==> src/rtl/hazard_ctrl_pkg.sv <==
// Shared types and constants for the pipeline hazard controller.
package hazard_ctrl_pkg;

  typedef enum logic {
    ST_RUN  = 1'b0,
    ST_WAIT = 1'b1
  } state_e;

  // Bit positions inside the EX/MEM Mem control field
  localparam int unsigned MEM_BR  = 2;
  localparam int unsigned MEM_RD  = 1;
  localparam int unsigned MEM_WR  = 0;

  localparam int unsigned CNT_W   = 4;
  localparam int unsigned STALL_W = 16;

endpackage

==> src/rtl/mem_wait_timer.sv <==
// Loadable down-counter for data-memory wait states; zero_c_o reports the
// counter value that will be held after this cycle's load/decrement.
module mem_wait_timer
  import hazard_ctrl_pkg::*;
(
  input  logic             clk_i,
  input  logic             rst_i,
  input  logic             load_i,
  input  logic [CNT_W-1:0] load_val_i,
  input  logic             dec_i,
  output logic             zero_c_o
);

  logic [CNT_W-1:0] cnt_q, cnt_d;

  always_comb begin
    cnt_d = cnt_q;
    if (load_i) begin
      cnt_d = load_val_i;
    end else if (dec_i && (cnt_q != '0)) begin
      cnt_d = cnt_q - CNT_W'(1);
    end
  end

  assign zero_c_o = (cnt_d == '0);

  always_ff @(posedge clk_i or negedge rst_i) begin
    if (!rst_i) begin
      cnt_q <= '0;
    end else begin
      cnt_q <= cnt_d;
    end
  end

endmodule

==> src/rtl/hazard_ctrl.sv <==
// Pipeline hazard controller: memory freeze, taken-branch flush, load-use stall.
// Define HAZARD_MEM_WAIT_EN to enable the data-memory wait-state freeze.
module hazard_ctrl
  import hazard_ctrl_pkg::*;
#(
  parameter int unsigned MEM_WAIT = 2
) (
  input  logic               clk_i,
  input  logic               rst_i,
  input  logic [4:0]         id_rs_i,
  input  logic [4:0]         id_rt_i,
  input  logic [4:0]         ex_rt_i,
  input  logic               ex_memread_i,
  input  logic [2:0]         mem_ctrl_i,
  input  logic               mem_zero_i,
  output logic               pc_write_o,
  output logic               ifid_write_o,
  output logic               idex_write_o,
  output logic               exmem_write_o,
  output logic               ifid_flush_o,
  output logic               idex_flush_o,
  output logic               exmem_flush_o,
  output logic               memwb_flush_o,
  output logic               pc_src_o,
  output logic [STALL_W-1:0] stall_cnt_o
);

  logic               freeze_c;
  logic               branch_c;
  logic               load_use_c;
  logic [STALL_W-1:0] stall_cnt_q, stall_cnt_d;

  assign branch_c   = mem_ctrl_i[MEM_BR] & mem_zero_i;
  assign load_use_c = ex_memread_i && (ex_rt_i != '0) &&
                      ((ex_rt_i == id_rs_i) || (ex_rt_i == id_rt_i));

`ifdef HAZARD_MEM_WAIT_EN
  state_e state_q, state_d;
  logic   served_q, served_d;
  logic   access_c, tmr_load_c, tmr_dec_c, tmr_zero_c;

  assign access_c   = mem_ctrl_i[MEM_RD] | mem_ctrl_i[MEM_WR];
  assign tmr_load_c = (state_q == ST_RUN) && access_c && !served_q;
  assign tmr_dec_c  = (state_q == ST_WAIT);
  assign freeze_c   = tmr_load_c | tmr_dec_c;

  mem_wait_timer u_mem_wait_timer (
    .clk_i      (clk_i),
    .rst_i      (rst_i),
    .load_i     (tmr_load_c),
    .load_val_i (CNT_W'(MEM_WAIT - 1)),
    .dec_i      (tmr_dec_c),
    .zero_c_o   (tmr_zero_c)
  );

  always_ff @(posedge clk_i or negedge rst_i) begin
    if (!rst_i) begin
      state_q  <= ST_RUN;
      served_q <= 1'b0;
    end else begin
      state_q  <= state_d;
      served_q <= served_d;
    end
  end

  // A single-cycle wait (timer loads zero) completes without visiting WAIT
  always_comb begin
    state_d  = state_q;
    served_d = served_q;
    unique case (state_q)
      ST_RUN: begin
        served_d = 1'b0;
        if (tmr_load_c) begin
          served_d = tmr_zero_c;
          if (!tmr_zero_c) state_d = ST_WAIT;
        end
      end
      ST_WAIT: begin
        if (tmr_zero_c) begin
          state_d  = ST_RUN;
          served_d = 1'b1;
        end
      end
      default: state_d = ST_RUN;
    endcase
  end
`else
  logic [CNT_W+1:0] unused_mem_wait_c;

  assign freeze_c          = 1'b0;
  assign unused_mem_wait_c = {CNT_W'(MEM_WAIT), mem_ctrl_i[MEM_RD], mem_ctrl_i[MEM_WR]};
`endif

  // Priority: freeze, taken branch, load-use; reset forces the idle pattern
  always_comb begin
    pc_write_o    = 1'b1;
    ifid_write_o  = 1'b1;
    idex_write_o  = 1'b1;
    exmem_write_o = 1'b1;
    ifid_flush_o  = 1'b0;
    idex_flush_o  = 1'b0;
    exmem_flush_o = 1'b0;
    memwb_flush_o = 1'b0;
    pc_src_o      = 1'b0;
    if (rst_i) begin
      if (freeze_c) begin
        pc_write_o    = 1'b0;
        ifid_write_o  = 1'b0;
        idex_write_o  = 1'b0;
        exmem_write_o = 1'b0;
        memwb_flush_o = 1'b1;
      end else if (branch_c) begin
        pc_src_o      = 1'b1;
        ifid_flush_o  = 1'b1;
        idex_flush_o  = 1'b1;
        exmem_flush_o = 1'b1;
      end else if (load_use_c) begin
        pc_write_o    = 1'b0;
        ifid_write_o  = 1'b0;
        idex_flush_o  = 1'b1;
      end
    end
  end

  assign stall_cnt_d = (!pc_write_o && (stall_cnt_q != '1)) ?
                       stall_cnt_q + STALL_W'(1) : stall_cnt_q;

  always_ff @(posedge clk_i or negedge rst_i) begin
    if (!rst_i) begin
      stall_cnt_q <= '0;
    end else begin
      stall_cnt_q <= stall_cnt_d;
    end
  end

  assign stall_cnt_o = stall_cnt_q;

endmodule

==> config.mk <==
export PLATFORM = sky130hd
export DESIGN_NAME = hazard_ctrl
export DESIGN_NICKNAME = d
export VERILOG_FILES = /design/src/rtl/hazard_ctrl_pkg.sv /design/src/rtl/mem_wait_timer.sv /design/src/rtl/hazard_ctrl.sv
export SDC_FILE = /design/constraint.sdc
export NUM_CORES = 1
export LEC_CHECK = 0
export ABC_AREA = 1
export CAP_MARGIN = 20
export CORE_ASPECT_RATIO = 1.25
export CORE_MARGIN = 4
export CORE_UTILIZATION = 44
export DETAILED_ROUTE_END_ITERATION = 8
export PLACE_DENSITY = 0.79
export SLEW_MARGIN = 0
export SYNTH_ARGS = -nofsm -noshare
export SYNTH_HDL_FRONTEND = slang
export SYNTH_SLANG_ARGS = --single-unit
==> constraint.sdc <==
create_clock -name clk_i -period 1.9 [get_ports clk_i]
set_input_delay 0.38 -clock clk_i [delete_from_list [all_inputs] [get_ports clk_i]]
set_output_delay 0.38 -clock clk_i [all_outputs]
set_load 0.05 [all_outputs]
==> results.yml <==
outcome:
  run_status: "finished clean"
detailed_routing:
  routed_via_density: 4.66
  antenna_left: 0
  routed_wire_length_um: 3340
  detail_route.first_pass.iterations: 4
  post-route-drc-count: 0
  detail_route.wl_per_cell_um: 11.6
  detail_route.iter0.violations: 44
  detailroute.via_count: 1343
global_routing:
  pin_count_of_the_biggest_net_entering_global_routing: 17
  grt_overflow: 0
  grt_antenna_before_repair: 0
  grt_first_pass_wirelength_um: 5660
  grt_resource_usage_total_pct: 18.6
  grt_pass1_vias: 1342
die:
  floorplan.initialDensity_pct: 46.8
  core_area_um2: 2730
  die_x_um: 56.2
  design.portCount: 47
  dieHeight_um: 68.3
  row_count: 21
  dieArea_um2: 3840
timing:
  finalHoldViolations: 0
  clock_period_minus_worst_slack_ns: 1.84
  setup_violations: 0
  clock_skew_ns: 0.0103
  final_max_slew_viol_count: 0
  max_freq_ghz: 0.545
  grt_setup_unrepaired: "no"
  fin_crit_sh_pct: 96.6
synth:
  edff_count_synth: 0
  post_synth.cell_area_avg_um2: 6.37
  async_flop_share_pct: 100
  post-synth-top-count-cell: "sky130_fd_sc_hd__nand2_1"
  ys_warn_count: 0
  synth_largest_type_area_fraction_pct: 31.3
  synthTopCellsByCount: "86 x sky130_fd_sc_hd__nand2_1, 20 x sky130_fd_sc_hd__inv_1, 18 x sky130_fd_sc_hd__nor2_1"
  synth_area_um2: 1280
  synth.area.top_cells: "sky130_fd_sc_hd__dfrtp_1 31%, sky130_fd_sc_hd__nand2_1 25%, sky130_fd_sc_hd__inv_1 5.9%"
  postSynthCellCount: 201
  yosys_register_bits: 16
  synth.largest_area_cell: "sky130_fd_sc_hd__dfrtp_1"
  yosysSeqAreaShare_pct: 31.3
  yosysUniqueCellTypes: 21
  flip_flop_cell_with_the_highest_count_after_synthesis: "sky130_fd_sc_hd__dfrtp_1"
critical_path:
  required_ns: 1.52
  timing.critical_path.arrival_ns: 1.46
  setup.worst_path.start_class: "primary input"
  crit_fanout: 3
  timing_worst_setup_path_type: "in2out"
  critPathCaptureType: "output port"
placed_design:
  placement.cell_area_um2: 1760
  buffer_ports.inserted: 41
  gpl.final_weighted_congestion: 0.886
  placed_wire_length_estimate_um: 2600
  place_inst: 280
clocking:
  clockBufferDepth: 2
  worst_setup_hold_path_clk_slew_ns: 0.10
  cts_root_buf: "sky130_fd_sc_hd__clkbuf_4"
  cts_tree: "yes"
  insertion_delay_ns: 0.30
  htree_num_levels: 1
  cts-buffers-inserted: 3
  cts_hold_buf: 0
  tritoncts_num_sinks: 16
finish:
  area.growth.synth_to_final_pct: 42.7
  final_area_um2: 1830
  seqCellArea_um2: 402
  fin_nets: 278
  antenna_cells_inserted: 0
  multi_input_combinational_cell_area_um2: 742
  fill_cells: 270
  final_core_util_pct: 66.8
  largest_reg_flops: 16
  drive_gt1_share_pct: 23.2
  final_non_filler_cells: 288
hold_path:
  hp-class: "in2async"
pwr:
  max-vdd-ir-drop_mv: 0.497
  powerDensity_nw_per_um2: 502
  cellLeakagePower_nw: 0.963
job:
  maxCapViolCount: 0
-- timing repair --
item,4_1_cts,5_1_grt
resized for setup,23,9
setup buffers,3,1
pin swaps,10,6
cloned,0,0
setup endpoints to repair,3,4
-- path summary, 6_finish.rpt --
kind	depth (start not counted)	endpoint	start	slack (ns)
max	5	exmem_flush_o	mem_ctrl_i[2]	0.06
min	2	stall_cnt_o[9]$_DFFE_PN0P_	rst_i	0.08
max reg2reg	8	stall_cnt_o[10]$_DFFE_PN0P_	stall_cnt_o[1]$_DFFE_PN0P_	0.20
min reg2reg	2	stall_cnt_o[13]$_DFFE_PN0P_	stall_cnt_o[13]$_DFFE_PN0P_	0.54
max in group asynchronous	2	stall_cnt_o[0]$_DFFE_PN0P_	rst_i	1.62
min in group clk_i	2	stall_cnt_o[13]$_DFFE_PN0P_	stall_cnt_o[13]$_DFFE_PN0P_	0.54
-- per-stage QoR --
step / hold WS [ns] / worst slack, ns / power [mW] / TNS (ns)
CTS: 0.423 / 0.00715 / 0.923 / 0
global placement: 0.518 / -0.248 / 0.683 / -1.48
detailed placement: 0.520 / -0.321 / 0.689 / -2.41
finish: 0.0800 / 0.0648 / 0.917 / 0
floorplan: 0.0844 / 0.00406 / 0.565 / 0
global route: 0.0857 / 0.000111 / 0.961 / 0
-- critical path, stage by stage --
cell and delay, ns:
sky130_fd_sc_hd__clkdlybuf4s50_1 0.51, sky130_fd_sc_hd__nand2_1 0.13, sky130_fd_sc_hd__nor2_1 0.12, sky130_fd_sc_hd__buf_4 0.17, sky130_fd_sc_hd__buf_12 0.14
-- report_power, final --
group / switching (mW) / internal [mW] / leakage, nW
logic: 0.183 / 0.110 / 0.722
clock network: 0.119 / 0.117 / 0.0210
registers: 0.0274 / 0.360 / 0.220
-- final cells by class --
type                    count  share of cell area, %
well taps                  34                   2.33
multi-input cells         152                   40.6
inverters                  26                   5.34
flip-flops and latches     16                   22.0
repair buffers             56                   27.7
clock buffers               4                   1.99
-- cells by family (layout without fill, tap and decap cells) --
| kind of cell | count (synthesis) | count (layout) | share of synthesized area [%] |
|---|---|---|---|
| AND/OR/NAND/NOR | 130 | 130 | 43.1 |
| buffers and inverters | 34 | 86 | 12.6 |
| flip-flops | 16 | 16 | 31.3 |
| adder cells (fa/ha/maj) | 1 | 1 | 0.977 |
| XOR/XNOR | 15 | 15 | 10.3 |
| other | 2 | 3 | 0.587 |
| AO/OA/AOI/OAI | 3 | 3 | 1.17 |
-- layout by cell type, fill, tap and decap left out, types with 2 or more instances in the layout --
cell                               n
sky130_fd_sc_hd__nand2_1          85
sky130_fd_sc_hd__buf_4            31
sky130_fd_sc_hd__inv_1            19
sky130_fd_sc_hd__nor2_1           17
sky130_fd_sc_hd__dfrtp_1          15
sky130_fd_sc_hd__nand3_1          13
sky130_fd_sc_hd__dlygate4sd2_1    11
sky130_fd_sc_hd__xor2_1            8
sky130_fd_sc_hd__xnor2_1           7
sky130_fd_sc_hd__inv_2             6
sky130_fd_sc_hd__nor3_1            6
sky130_fd_sc_hd__buf_12            4
sky130_fd_sc_hd__nand4_1           3
sky130_fd_sc_hd__conb_1            3
sky130_fd_sc_hd__clkbuf_4          3
sky130_fd_sc_hd__clkdlybuf4s50_1   3
sky130_fd_sc_hd__clkbuf_2          3
sky130_fd_sc_hd__nand2_2           2
sky130_fd_sc_hd__buf_8             2
-- layer usage --
layer | global-route usage, % | wire, um | vias to the layer above
li1 | - | - | 709
met1 | 20.6 | 1380 | 598
met2 | 35.4 | 1740 | 31
met3 | 3.02 | 163 | 5
met4 | 8.01 | 53 | 0
met5 | 0 | 0 | -
No activity file was read; power rests on OpenSTA's default activity.
